$ cat config.mk
export PLATFORM = sky130hd
export DESIGN_NAME = seg7_time_scanner
export DESIGN_NICKNAME = d
export VERILOG_FILES = /design/src/rtl/seg7_time_scanner.sv
export SDC_FILE = /design/constraint.sdc
export NUM_CORES = 1
export LEC_CHECK = 0
export ABC_AREA = 1
export CORE_ASPECT_RATIO = 1.5
export CORE_MARGIN = 2
export CORE_UTILIZATION = 35
export DETAILED_ROUTE_END_ITERATION = 8
export PLACE_DENSITY = 0.6
export SETUP_SLACK_MARGIN = 0.02
export SLEW_MARGIN = 15
export SYNTH_ARGS = -nofsm -noshare
export SYNTH_HDL_FRONTEND = slang
export SYNTH_SLANG_ARGS = --single-unit
$ cat constraint.sdc
create_clock -name clk_i -period 4.5 [get_ports clk_i]
set_clock_uncertainty 0.1 [all_clocks]
set_input_delay 0.9 -clock clk_i [delete_from_list [all_inputs] [get_ports clk_i]]
set_output_delay 0.9 -clock clk_i [all_outputs]
set_load 0.02 [all_outputs]
$ cat src/rtl/seg7_time_scanner.sv
// -----------------------------------------------------------------------------
// seg7_time_scanner
//
// Shows the clock core's HH:MM on the low four digits of the board's
// time-multiplexed, active-low 7-segment display. Once per refresh frame the
// hour and minute are snapshotted. A sequential subtract-by-10 engine splits
// each value into BCD tens/ones. All four digits are then committed together,
// so an hour/minute pair is never shown half-updated.
//
// Handshake: none. The inputs are level signals that are sampled in the LOAD
// state. The outputs are free-running, registered scan signals.
//
// Parameters:
//   SCAN_DIV  clock cycles per digit slot (>= 4)
//   BLANK_LZ  1 = blank the hour-tens digit when it is 0
//
// Ports:
//   clk_i       system clock
//   rst_i       asynchronous reset, active-high
//   hour_i      binary hours   (0..23; larger values show "--")
//   min_i       binary minutes (0..59; larger values show "--")
//   colon_i     1 = light the DP on digit 2, sampled live
//   led7_seg_o  segments, active-low, {dp,g,f,e,d,c,b,a}
//   led7_an_o   digit anodes, active-low, bits 7:4 always 1
// -----------------------------------------------------------------------------
module seg7_time_scanner #(
   parameter int SCAN_DIV = 1000,
   parameter bit BLANK_LZ = 1'b0
) (
   input  logic       clk_i,
   input  logic       rst_i,
   input  logic [5:0] hour_i,
   input  logic [5:0] min_i,
   input  logic       colon_i,
   output logic [7:0] led7_seg_o,
   output logic [7:0] led7_an_o
);

   localparam int CW = (SCAN_DIV > 1) ? $clog2(SCAN_DIV) : 1;
   localparam logic [CW-1:0] CNT_LAST = CW'(SCAN_DIV - 1);
   // Digit code outside 0..9 that renders as a dash.
   localparam logic [3:0] DASH = 4'hA;

   typedef enum logic [2:0] {
      ST_LOAD,
      ST_CONV_H,
      ST_CONV_M,
      ST_COMMIT,
      ST_IDLE
   } state_t;

   state_t          state_q, state_d;
   logic [CW-1:0]   scan_cnt_q, scan_cnt_d;
   logic [1:0]      dig_idx_q, dig_idx_d;
   logic [5:0]      hour_val_q, hour_val_d;
   logic [5:0]      min_val_q, min_val_d;
   logic [2:0]      hour_tens_q, hour_tens_d;
   logic [2:0]      min_tens_q, min_tens_d;
   logic            hour_bad_q, hour_bad_d;
   logic            min_bad_q, min_bad_d;
   logic [3:0]      disp_q [4];
   logic [3:0]      disp_d [4];
   logic [7:0]      seg_q, seg_d;
   logic [7:0]      an_q, an_d;
   logic            scan_wrap;
   logic            frame_start;
   logic [3:0]      cur_dig;

   function automatic logic [6:0] enc(input logic [3:0] d);
      case (d)
         4'd0:    enc = 7'h40;
         4'd1:    enc = 7'h79;
         4'd2:    enc = 7'h24;
         4'd3:    enc = 7'h30;
         4'd4:    enc = 7'h19;
         4'd5:    enc = 7'h12;
         4'd6:    enc = 7'h02;
         4'd7:    enc = 7'h78;
         4'd8:    enc = 7'h00;
         4'd9:    enc = 7'h10;
         default: enc = 7'h3F;
      endcase
   endfunction

   // Scan timing
   always_comb begin
      scan_wrap   = (scan_cnt_q == CNT_LAST);
      scan_cnt_d  = scan_wrap ? '0 : scan_cnt_q + 1'b1;
      dig_idx_d   = scan_wrap ? dig_idx_q + 2'd1 : dig_idx_q;
      frame_start = scan_wrap && (dig_idx_q == 2'd3);
   end

   // Snapshot / conversion FSM
   always_comb begin
      state_d     = state_q;
      hour_val_d  = hour_val_q;
      min_val_d   = min_val_q;
      hour_tens_d = hour_tens_q;
      min_tens_d  = min_tens_q;
      hour_bad_d  = hour_bad_q;
      min_bad_d   = min_bad_q;
      disp_d      = disp_q;
      case (state_q)
         ST_LOAD: begin
            // Out-of-range values load as 0 so the conversion stays short;
            // the bad flag replaces the digits with dashes at commit.
            hour_bad_d  = (hour_i > 6'd23);
            min_bad_d   = (min_i > 6'd59);
            hour_val_d  = (hour_i > 6'd23) ? 6'd0 : hour_i;
            min_val_d   = (min_i > 6'd59) ? 6'd0 : min_i;
            hour_tens_d = 3'd0;
            min_tens_d  = 3'd0;
            state_d     = ST_CONV_H;
         end
         ST_CONV_H: begin
            if (hour_val_q >= 6'd10) begin
               hour_val_d  = hour_val_q - 6'd10;
               hour_tens_d = hour_tens_q + 3'd1;
            end else begin
               state_d = ST_CONV_M;
            end
         end
         ST_CONV_M: begin
            if (min_val_q >= 6'd10) begin
               min_val_d  = min_val_q - 6'd10;
               min_tens_d = min_tens_q + 3'd1;
            end else begin
               state_d = ST_COMMIT;
            end
         end
         ST_COMMIT: begin
            disp_d[0] = min_bad_q  ? DASH : min_val_q[3:0];
            disp_d[1] = min_bad_q  ? DASH : {1'b0, min_tens_q};
            disp_d[2] = hour_bad_q ? DASH : hour_val_q[3:0];
            disp_d[3] = hour_bad_q ? DASH : {1'b0, hour_tens_q};
            state_d   = ST_IDLE;
         end
         ST_IDLE: begin
            if (frame_start) state_d = ST_LOAD;
         end
         default: state_d = ST_LOAD;
      endcase
   end

   // Output stage; the anodes stay dark on count 0 of each slot so the
   // segment change never ghosts onto the neighbouring digit.
   always_comb begin
      cur_dig    = disp_q[dig_idx_q];
      seg_d      = {~((dig_idx_q == 2'd2) && colon_i), enc(cur_dig)};
      if (BLANK_LZ && (dig_idx_q == 2'd3) && (cur_dig == 4'd0)) begin
         seg_d[6:0] = 7'h7F;
      end
      an_d = 8'hFF;
      if (scan_cnt_q != '0) begin
         an_d[dig_idx_q] = 1'b0;
      end
   end

   always_ff @(posedge clk_i or posedge rst_i) begin
      if (rst_i) begin
         state_q     <= ST_LOAD;
         scan_cnt_q  <= '0;
         dig_idx_q   <= 2'd0;
         hour_val_q  <= 6'd0;
         min_val_q   <= 6'd0;
         hour_tens_q <= 3'd0;
         min_tens_q  <= 3'd0;
         hour_bad_q  <= 1'b0;
         min_bad_q   <= 1'b0;
         for (int i = 0; i < 4; i++) disp_q[i] <= 4'd0;
         seg_q       <= 8'hFF;
         an_q        <= 8'hFF;
      end else begin
         state_q     <= state_d;
         scan_cnt_q  <= scan_cnt_d;
         dig_idx_q   <= dig_idx_d;
         hour_val_q  <= hour_val_d;
         min_val_q   <= min_val_d;
         hour_tens_q <= hour_tens_d;
         min_tens_q  <= min_tens_d;
         hour_bad_q  <= hour_bad_d;
         min_bad_q   <= min_bad_d;
         for (int i = 0; i < 4; i++) disp_q[i] <= disp_d[i];
         seg_q       <= seg_d;
         an_q        <= an_d;
      end
   end

   assign led7_seg_o = seg_q;
   assign led7_an_o  = an_q;

endmodule
==> results.py, run 1 <==
metrics = {
    "worst_setup_path": {
        "cp.arrival_ps": 1440,
        "path_class": "reg -> out",
        "cp.depth": 1,
        "crit_path_start": "led7_seg_o[6]",
        "reg2reg_to": "led7_seg_o[5]",
        "reg2reg_from": "dig_idx_q[0]",
        "cp_top_family": "buffers and inverters",
        "cpPeakStageDelay_ps": 590,
        "cp-endpoint": "led7_seg_o[6]",
        "required_ps": 3500,
        "rr_worst_depth": 7,
        "cp_max_fo": 1,
        "slowest_stage": "clkdlybuf4s50_1",
        "r2r_slack_ps": 2550,
        "end_kind": "primary output",
        "start_kind": "flop",
        "worst-path-buf-inv": 1,
        "crit_chain": "clkdlybuf4s50_1",
    },
    "placement": {
        "io_buffers": 26,
        "dp_hpwl_mm": 4.57,
        "dp.cells": 506,
        "post-place-ws_ps": 2000,
        "place.gp.congestion": 0.788,
        "placed_cell_area_mm2": 0.00358,
    },
    "yosys": {
        "synth_cells": 373,
        "synth_area_mm2": 0.00321,
        "yosysSeqAreaShare_pct": 49.6,
        "yosys-top-cells-area": "dfrtp_1, nand2_1, dfstp_2, nand3_1, ha_1",
        "synth_top_family_by_area": "simple AND/OR/NAND/NOR gates",
        "netlist.top_cell.by_area": "dfrtp_1",
        "yosys.area_share.adder_pct": 5.85,
        "synth_cell_type_count": 32,
        "synth_area_per_cell_um2": 8.61,
        "muxShareOfSynthArea_pct": 0,
        "synth-compound-area-share_pct": 8.65,
        "yosysWarningCount": 0,
        "ys.flop_type": "dfrtp_1",
        "synth_xor_area_share_pct": 1.64,
        "ys_seq_elements": 63,
        "async_flop_share_pct": 100,
        "yosysTopAreaCellShare_pct": 39.8,
        "synth_edf_count": 0,
        "synth-simple-area-share_pct": 27.4,
    },
    "timing": {
        "setup_violations": 0,
        "timing.fmax_mhz": 411,
        "slew_viol_final": 0,
        "tns_ps": 0,
        "period_needed_ps": 2440,
        "finalHoldViolCount": 0,
        "setup_ws_ps": 2060,
        "finalHoldWorstSlack_ps": 390,
        "rsz0062_at_grt": "false",
        "fin_crit_sh_pct": 54.1,
        "worstMarginPinSlew_ps": 905,
        "slew_headroom_pct": 39.6,
    },
    "routing": {
        "firstDrtPassIters": 4,
        "routed_via_density": 4.75,
        "wl_per_cell_um": 12.0,
        "antenna_left": 0,
        "dr_total_vias": 2481,
        "wirelength_mm": 6.25,
        "drc": 0,
        "drtIter0Drc": 87,
    },
    "grt": {
        "grt_first_pass_wirelength_mm": 10.8,
        "gr-total-overflow": 0,
        "grt_antenna_before_repair": 0,
        "grt_max_degree": 45,
        "grt_pass1_vias": 2414,
        "grt.total_usage_pct": 14.3,
    },
    "layout": {
        "area_growth_pct": 19.7,
        "finalNonFillerCells": 522,
        "fin_area_mm2": 0.00384,
        "n_fill_cell": 867,
        "insertedDiodeCount": 0,
        "drive_above_1_share_pct": 12.1,
        "fin_nets": 437,
    },
    "cts": {
        "post_cts_buffers": 0,
        "cts_resized": 0,
        "ctsRootBufferMaster": "clkbuf_16",
        "cts_tree": "yes",
        "htree_levels": 3,
        "clock-sinks": 63,
        "cts_hold_buf": 0,
        "clkSlewWorstSetupHoldPaths_ps": 50,
        "numCtsBuffers": 9,
        "clock_latency_ps": 330,
        "clock_path_buffers": 2,
    },
    "floorplanning": {
        "core_area_mm2": 0.00888,
        "die_w_um": 82.2,
        "dieArea_mm2": 0.00997,
        "io_pins": 31,
        "die_y_um": 121,
        "start_util_pct": 36.2,
        "row_count": 42,
    },
    "worst_hold_path": {
        "hp-class": "reg -> reg",
    },
    "run_status": {
        "status": "complete, no violations",
    },
    "power": {
        "peakVddDrop_uv": 248,
        "power_density_mw_per_mm2": 612,
        "leakage_nw": 1.89,
    },
    "run": {
        "drv_cap": 0,
    },
}
synth_stat cells, types with 4 or more instances:
library cell and n:
a21oi_1 8, buf_4 5, dfrtp_1 51, dfstp_2 12, ha_1 15, inv_1 34
inv_2 6, nand2_1 96, nand2_4 5, nand3_1 45, nand4_1 5, nor2_1 25
nor3_1 6, o211ai_1 4, o21ai_0 12, o21ai_1 16, xor2_1 5
state kept, by name (all words and copies together) (netlist names), 2 cells and up:
name	flops
dig_idx_q	2
disp_q	16
hour_tens_q	3
hour_val_q	6
led7_an_o	4
led7_seg_o	8
min_tens_q	3
min_val_q	6
scan_cnt_q	10
state_q	3
placed cells by master, fill, tap and decap left out, types with 6 or more instances in the layout:
master,instances
nor3_1,6
o21ai_0,12
nand3_1,45
inv_2,7
inv_1,33
clkdlybuf4s50_1,26
nand2_1,96
a21oi_1,8
clkbuf_16,9
dfrtp_1,51
ha_1,15
dfstp_2,12
o21ai_1,16
nor2_1,25
how the worst min path moves through the flow:
stage / startpoint / end / slack, ps / cells after the start
2_1_floorplan: disp_q[0] / disp_q[0] / 350 / 2
3_3_place_gp: disp_q[8] / disp_q[8] / 370 / 2
3_5_place_dp: disp_q[8] / disp_q[8] / 370 / 2
4_1_cts: disp_q[8] / disp_q[8] / 390 / 2
5_1_grt: disp_q[8] / disp_q[8] / 410 / 2
6_report: disp_q[8] / disp_q[8] / 390 / 2
final cells by class:
type                            count  area [um2]  area share [%]
Clock buffer                       14         254            6.61
Clock inverter                      2        10.0           0.260
Inverter                           43         169            4.39
Multi-Input combinational cell    263        1410            36.8
Sequential cell                    63        1590            41.4
Tap cell                          110         138            3.58
Timing Repair Buffer               27         268            6.97
kinds of logic after synthesis:
| kind of cell | after synthesis |
|---|---|
| flip-flops | 63 |
| other | 1 |
| AO/OA/AOI/OAI | 48 |
| XOR/XNOR | 6 |
| AND/OR/NAND/NOR | 190 |
| buffers and inverters | 50 |
| adder cells (fa/ha/maj) | 15 |
where the power goes:
part	total (W)	internal [W]	leakage [nW]	switching, W
registers	0.000878	0.000760	0.774	0.000117
clock network	0.000616	0.000386	0.131	0.000231
logic	0.000859	0.000318	0.982	0.000541
routing by layer:
layer	track usage (%)	routed length, um	up-vias
met2	24.3	3270	33
li1	-	-	1275
met3	2.90	158	13
met4	8.85	197	0
met5	0	0	-
met1	15.9	2620	1160
through the flow:
step,util (%),total power (W)
final,43.3,0.00235
after global routing,43.3,0.00254
after CTS,43.3,0.00238
after detailed placement,40.3,0.00175
after global placement,40.3,0.00173
after floorplan,-,0.00153
(Power assumes the default switching activity.)
==> inputs of run 2 (changes only) <==
--- a/config.mk
+++ b/config.mk
@@ -10,7 +10,7 @@
 export CORE_MARGIN = 2
 export CORE_UTILIZATION = 35
 export DETAILED_ROUTE_END_ITERATION = 8
-export PLACE_DENSITY = 0.6
+export PLACE_DENSITY = 0.62
 export SETUP_SLACK_MARGIN = 0.02
 export SLEW_MARGIN = 15
 export SYNTH_ARGS = -nofsm -noshare
==> constraint.sdc (replaced) <==
create_clock -name clk_i -period 2.2 [get_ports clk_i]
set_clock_uncertainty 0.1 [all_clocks]
set_input_delay 0.44 -clock clk_i [delete_from_list [all_inputs] [get_ports clk_i]]
set_output_delay 0.44 -clock clk_i [all_outputs]
set_load 0.02 [all_outputs]
==> run 2 against run 1 <==
Effect of this change: total power is 110% higher; die area stayed put; clock-buffer cell count is 2 higher; core utilization is 0.48 points higher; global-route usage is 0.57 points higher; worst setup slack worse by 1800 ps; highest routed layer unchanged; hold slack worse by 110 ps; critical path type unchanged; design area is 1.1% higher; combinational power is 110% higher; critical path depth stayed put; sequential share of layout area is 0.45 points lower; register-to-register slack worse by 2200 ps.
==> results.py, run 2 (synthesis gave the netlist of run 1 again) <==
metrics = {
    "worst_setup_path": {
        "crit_path_start": "led7_seg_o[7]",
        "worst-path-buf-inv": 1,
        "cp.depth": 1,
        "rr_worst_depth": 7,
        "cp.arrival_ps": 1430,
        "end_kind": "primary output",
        "slowest_stage": "clkdlybuf4s50_1",
        "cpPeakStageDelay_ps": 590,
        "reg2reg_from": "dig_idx_q[0]",
        "crit_chain": "clkdlybuf4s50_1",
        "cp_top_family": "buffers and inverters",
        "cp_max_fo": 1,
        "path_class": "reg -> out",
        "start_kind": "flop",
        "required_ps": 1660,
    },
    "grt": {
        "grt.total_usage_pct": 14.9,
        "grt_first_pass_wirelength_mm": 11.4,
        "grt_max_degree": 40,
        "grt_pass1_vias": 2498,
        "gr-total-overflow": 0,
        "grt_antenna_before_repair": 0,
    },
    "timing": {
        "finalHoldViolCount": 0,
        "slew_viol_final": 0,
        "tns_ps": 0,
        "timing.fmax_mhz": 508,
        "period_needed_ps": 1970,
        "setup_violations": 0,
        "fin_crit_sh_pct": 89.6,
        "rsz0062_at_grt": "false",
        "setup_ws_ps": 230,
    },
    "power": {
        "peakVddDrop_uv": 599,
        "fin_total_pwr_w": 0.00488,
        "leakage_nw": 1.91,
        "power_density_mw_per_mm2": 1260,
    },
    "floorplanning": {
        "die_y_um": 121,
        "io_pins": 31,
        "start_util_pct": 36.2,
        "core_area_mm2": 0.00888,
        "dieArea_mm2": 0.00997,
        "die_w_um": 82.2,
        "row_count": 42,
    },
    "routing": {
        "routed_via_density": 4.79,
        "firstDrtPassIters": 4,
        "dr_total_vias": 2517,
        "wirelength_mm": 6.37,
        "wl_per_cell_um": 12.1,
        "drc": 0,
        "antenna_left": 0,
        "drtIter0Drc": 115,
    },
    "layout": {
        "finalNonFillerCells": 525,
        "insertedDiodeCount": 0,
        "fin_area_mm2": 0.00389,
        "final_cell_mix": "nand2_1, dfrtp_1, nand3_1",
        "area_growth_pct": 21.0,
        "drive_above_1_share_pct": 12.5,
        "n_fill_cell": 889,
        "largest_reg_flops": 16,
        "final_common_cell": "nand2_1",
        "seqCellArea_mm2": 0.00159,
        "top_register": "disp_q",
        "fin_nets": 440,
        "multi_input_area_mm2": 0.00141,
    },
    "cts": {
        "cts_tree": "yes",
        "numCtsBuffers": 9,
        "clock-sinks": 63,
        "clkSlewWorstSetupHoldPaths_ps": 50,
        "cts_hold_buf": 0,
        "clock_path_buffers": 2,
        "clock_latency_ps": 330,
        "post_cts_buffers": 0,
        "htree_levels": 3,
        "cts_resized": 0,
        "ctsRootBufferMaster": "clkbuf_16",
    },
    "run_status": {
        "status": "complete, no violations",
    },
    "placement": {
        "dp_hpwl_mm": 4.91,
        "place.gp.congestion": 0.816,
        "placed_cell_area_mm2": 0.00361,
        "dp.cells": 509,
        "post-place-ws_ps": 347,
        "io_buffers": 26,
    },
    "run": {
        "drv_cap": 0,
    },
    "worst_hold_path": {
        "hp-class": "in -> async",
    },
}
-- run 2: cell count changes in the layout (fill, tap and decap cells not counted) --
cell / before / now
clkbuf_8: 1 / 2
clkinv_2: 2 / 0
buf_12: 0 / 1
buf_4: 1 / 3
clkbuf_1: 4 / 5
-- run 2: area by class of cell --
class | count | share of cell area, %
multi-input combinational | 263 | 36.4
timing repair buffer | 30 | 7.79
tap | 110 | 3.54
sequential | 63 | 41.0
clock buffer | 16 | 6.99
inverter | 43 | 4.35
-- run 2: power breakdown --
part | switching (W) | leakage (nW) | internal [W]
clock | 0.000466 | 0.131 | 0.000825
sequential | 0.000249 | 0.774 | 0.00156
combinational | 0.00112 | 1.00 | 0.000668
total | 0.00184 | 1.91 | 0.00305
-- run 2: stage by stage --
stage	hold WS (ps)	utilization, %
after global routing	328	43.8
after floorplan	349	-
final	280	43.8
after CTS	299	43.8
after detailed placement	380	40.7
after global placement	374	40.7
-- run 2: worst paths after layout --
check,endpoint,slack (ps)
worst max-delay path,led7_seg_o[7],230
worst min-delay path,hour_val_q[1],280
worst max register to register,led7_seg_o[5],350
worst min register to register,disp_q[12],390
max in group asynchronous,led7_seg_o[4],1150
min in group clk_i,disp_q[12],390
-- run 2: layer usage --
metal	global-route usage (%)	share of wire [%]	vias to the layer above	wire length [um]
met2	26.1	54	37	3440
met3	2.23	2.3	10	149
li1	-	-	1283	-
met5	0	0	-	0
met4	7.81	2.4	0	153
met1	16.9	41	1187	2630
==> inputs of run 3 (changes only) <==
--- a/config.mk
+++ b/config.mk
@@ -11,6 +11,7 @@
 export CORE_UTILIZATION = 35
 export DETAILED_ROUTE_END_ITERATION = 8
 export PLACE_DENSITY = 0.62
+export REMOVE_ABC_BUFFERS = 1
 export SETUP_SLACK_MARGIN = 0.02
 export SLEW_MARGIN = 15
 export SYNTH_ARGS = -nofsm -noshare
==> run 3 against run 2 <==
Effect of this change: wire length fell by 1.6%; cell count fell by 0.38%; clock-buffer cell count fell by 7; non-clock buffer count fell by 2; sequential cell count did not move; register-to-register slack improved by 20 ps; design area rose by 0.93%; sequential power barely moved; core utilization rose by 0.41 points; critical endpoint unchanged.
==> results.py, run 3 (synthesis gave the netlist of run 1 again) <==
metrics = {
    "grt": {
        "grt.total_usage_pct": 15.1,
        "grt_first_pass_wirelength_mm": 11.4,
        "gr-total-overflow": 0,
        "grt_max_degree": 64,
        "grt_antenna_before_repair": 0,
        "grt_pass1_vias": 2482,
    },
    "power": {
        "leakage_nw": 1.92,
        "p_seq_share_pct": 35.2,
        "peakVddDrop_uv": 623,
        "power_density_mw_per_mm2": 1300,
        "power_frac_comb_pct": 34.9,
        "p_sw_share_pct": 37.2,
        "power_switching_w": 0.00190,
        "fin_total_pwr_w": 0.00510,
        "p_int_w": 0.00320,
        "p_clk_share_pct": 29.8,
    },
    "cts": {
        "cts_hold_buf": 0,
        "numCtsBuffers": 9,
        "clock_latency_ps": 330,
        "clock-sinks": 63,
        "clkSlewWorstSetupHoldPaths_ps": 60,
        "htree_levels": 3,
        "ctsRootBufferMaster": "clkbuf_16",
        "cts_tree": "yes",
        "cts_resized": 0,
        "post_cts_buffers": 0,
        "clock_path_buffers": 2,
    },
    "worst_setup_path": {
        "required_ps": 1660,
        "reg2reg_from": "dig_idx_q[0]",
        "r2r_slack_ps": 370,
        "cp_top_family": "buffers and inverters",
        "cp_max_fo": 1,
        "worst-path-buf-inv": 1,
        "reg2reg_to": "led7_seg_o[5]",
        "end_kind": "primary output",
        "cpPeakStageDelay_ps": 590,
        "start_kind": "flop",
        "rr_worst_depth": 9,
        "slowest_stage": "clkdlybuf4s50_1",
        "crit_chain": "clkdlybuf4s50_1",
        "path_class": "reg -> out",
        "cp.arrival_ps": 1440,
    },
    "layout": {
        "drive_above_1_share_pct": 13.3,
        "fin_nets": 438,
        "n_fill_cell": 899,
        "insertedDiodeCount": 0,
        "top_register": "disp_q",
        "finalNonFillerCells": 523,
        "final_cell_mix": "nand2_1, dfrtp_1, nand3_1",
        "largest_reg_flops": 16,
        "final_common_cell": "nand2_1",
        "area_growth_pct": 22.2,
    },
    "routing": {
        "antenna_left": 0,
        "firstDrtPassIters": 4,
        "wirelength_mm": 6.27,
        "drc": 0,
        "wl_per_cell_um": 12.0,
        "dr_total_vias": 2541,
        "routed_via_density": 4.86,
        "drtIter0Drc": 132,
    },
    "placement": {
        "io_buffers": 26,
        "place.gp.congestion": 0.905,
        "dp.cells": 507,
        "dp_hpwl_mm": 4.55,
    },
    "floorplanning": {
        "die_w_um": 82.2,
        "row_count": 42,
        "die_y_um": 121,
        "start_util_pct": 36.2,
        "dieArea_mm2": 0.00997,
        "core_area_mm2": 0.00888,
        "io_pins": 31,
    },
    "timing": {
        "timing.fmax_mhz": 506,
        "tns_ps": 0,
        "fin_crit_sh_pct": 89.9,
        "setup_violations": 0,
        "finalHoldViolCount": 0,
        "slew_viol_final": 0,
        "period_needed_ps": 1980,
        "rsz0062_at_grt": "false",
    },
    "run_status": {
        "status": "complete, no violations",
    },
    "worst_hold_path": {
        "hp-class": "in -> async",
    },
    "run": {
        "drv_cap": 0,
    },
}
run 3: power groups by stage:
| stage | clock network, W | registers (W) | logic (W) |
|---|---|---|---|
| after CTS | 0.00156 | 0.00180 | 0.00181 |
| after detailed placement | 0 | 0.00182 | 0.00180 |
| after floorplan | 0 | 0.00184 | 0.00128 |
| final | 0.00152 | 0.00180 | 0.00178 |
| after global placement | 0 | 0.00181 | 0.00174 |
| after global routing | 0.00160 | 0.00185 | 0.00207 |
run 3: cell type report:
type / instances / area (um2) / share of cell area [%]
Timing Repair Buffer: 28 / 288 / 7.34
Inverter: 43 / 169 / 4.31
Tap cell: 110 / 138 / 3.51
Clock buffer: 9 / 225 / 5.74
Sequential cell: 63 / 1590 / 40.6
Clock inverter: 7 / 97.6 / 2.49
Multi-Input combinational cell: 263 / 1410 / 36.0
run 3: worst max path at each step:
| stage | end | startpoint | slack [ps] | cells after the start |
|---|---|---|---|---|
| 2_1_floorplan | dig_idx_q[0] | rst_i | 110 | 1 |
| 3_3_place_gp | led7_seg_o[5] | dig_idx_q[0] | 460 | 7 |
| 3_5_place_dp | led7_seg_o[5] | dig_idx_q[0] | 380 | 7 |
| 4_1_cts | led7_seg_o[7] | led7_seg_o[7] | 200 | 1 |
| 5_1_grt | led7_seg_o[6] | dig_idx_q[0] | 150 | 9 |
| 6_report | led7_seg_o[7] | led7_seg_o[7] | 220 | 1 |
run 3: layer usage:
metal | routed length (um) | GRT usage, % | vias up
li1 | - | - | 1282
met1 | 2600 | 17.3 | 1198
met2 | 3250 | 24.5 | 46
met3 | 238 | 4.24 | 15
met4 | 184 | 8.54 | 0
met5 | 0 | 0 | -
run 3: per-stage QoR:
stage / utilization [%] / instance area, um2 / hold WS [ps] / worst slack, ps
after floorplan: - / 3170 / 349 / 110
after CTS: 44.2 / 3920 / 384 / 198
after global placement: 40.5 / 3600 / 372 / 456
after detailed placement: 40.5 / 3600 / 369 / 382
final: 44.2 / 3920 / 384 / 223
after global routing: 44.2 / 3920 / 420 / 152
run 3: worst reg2reg max path, delay by kind of cell (launching register included):
family	cells	cell delay, ps
AND/OR/NAND/NOR	5	470
flip-flops	1	570
adder cells (fa/ha/maj)	1	220
AO/OA/AOI/OAI	1	170
buffers and inverters	2	230
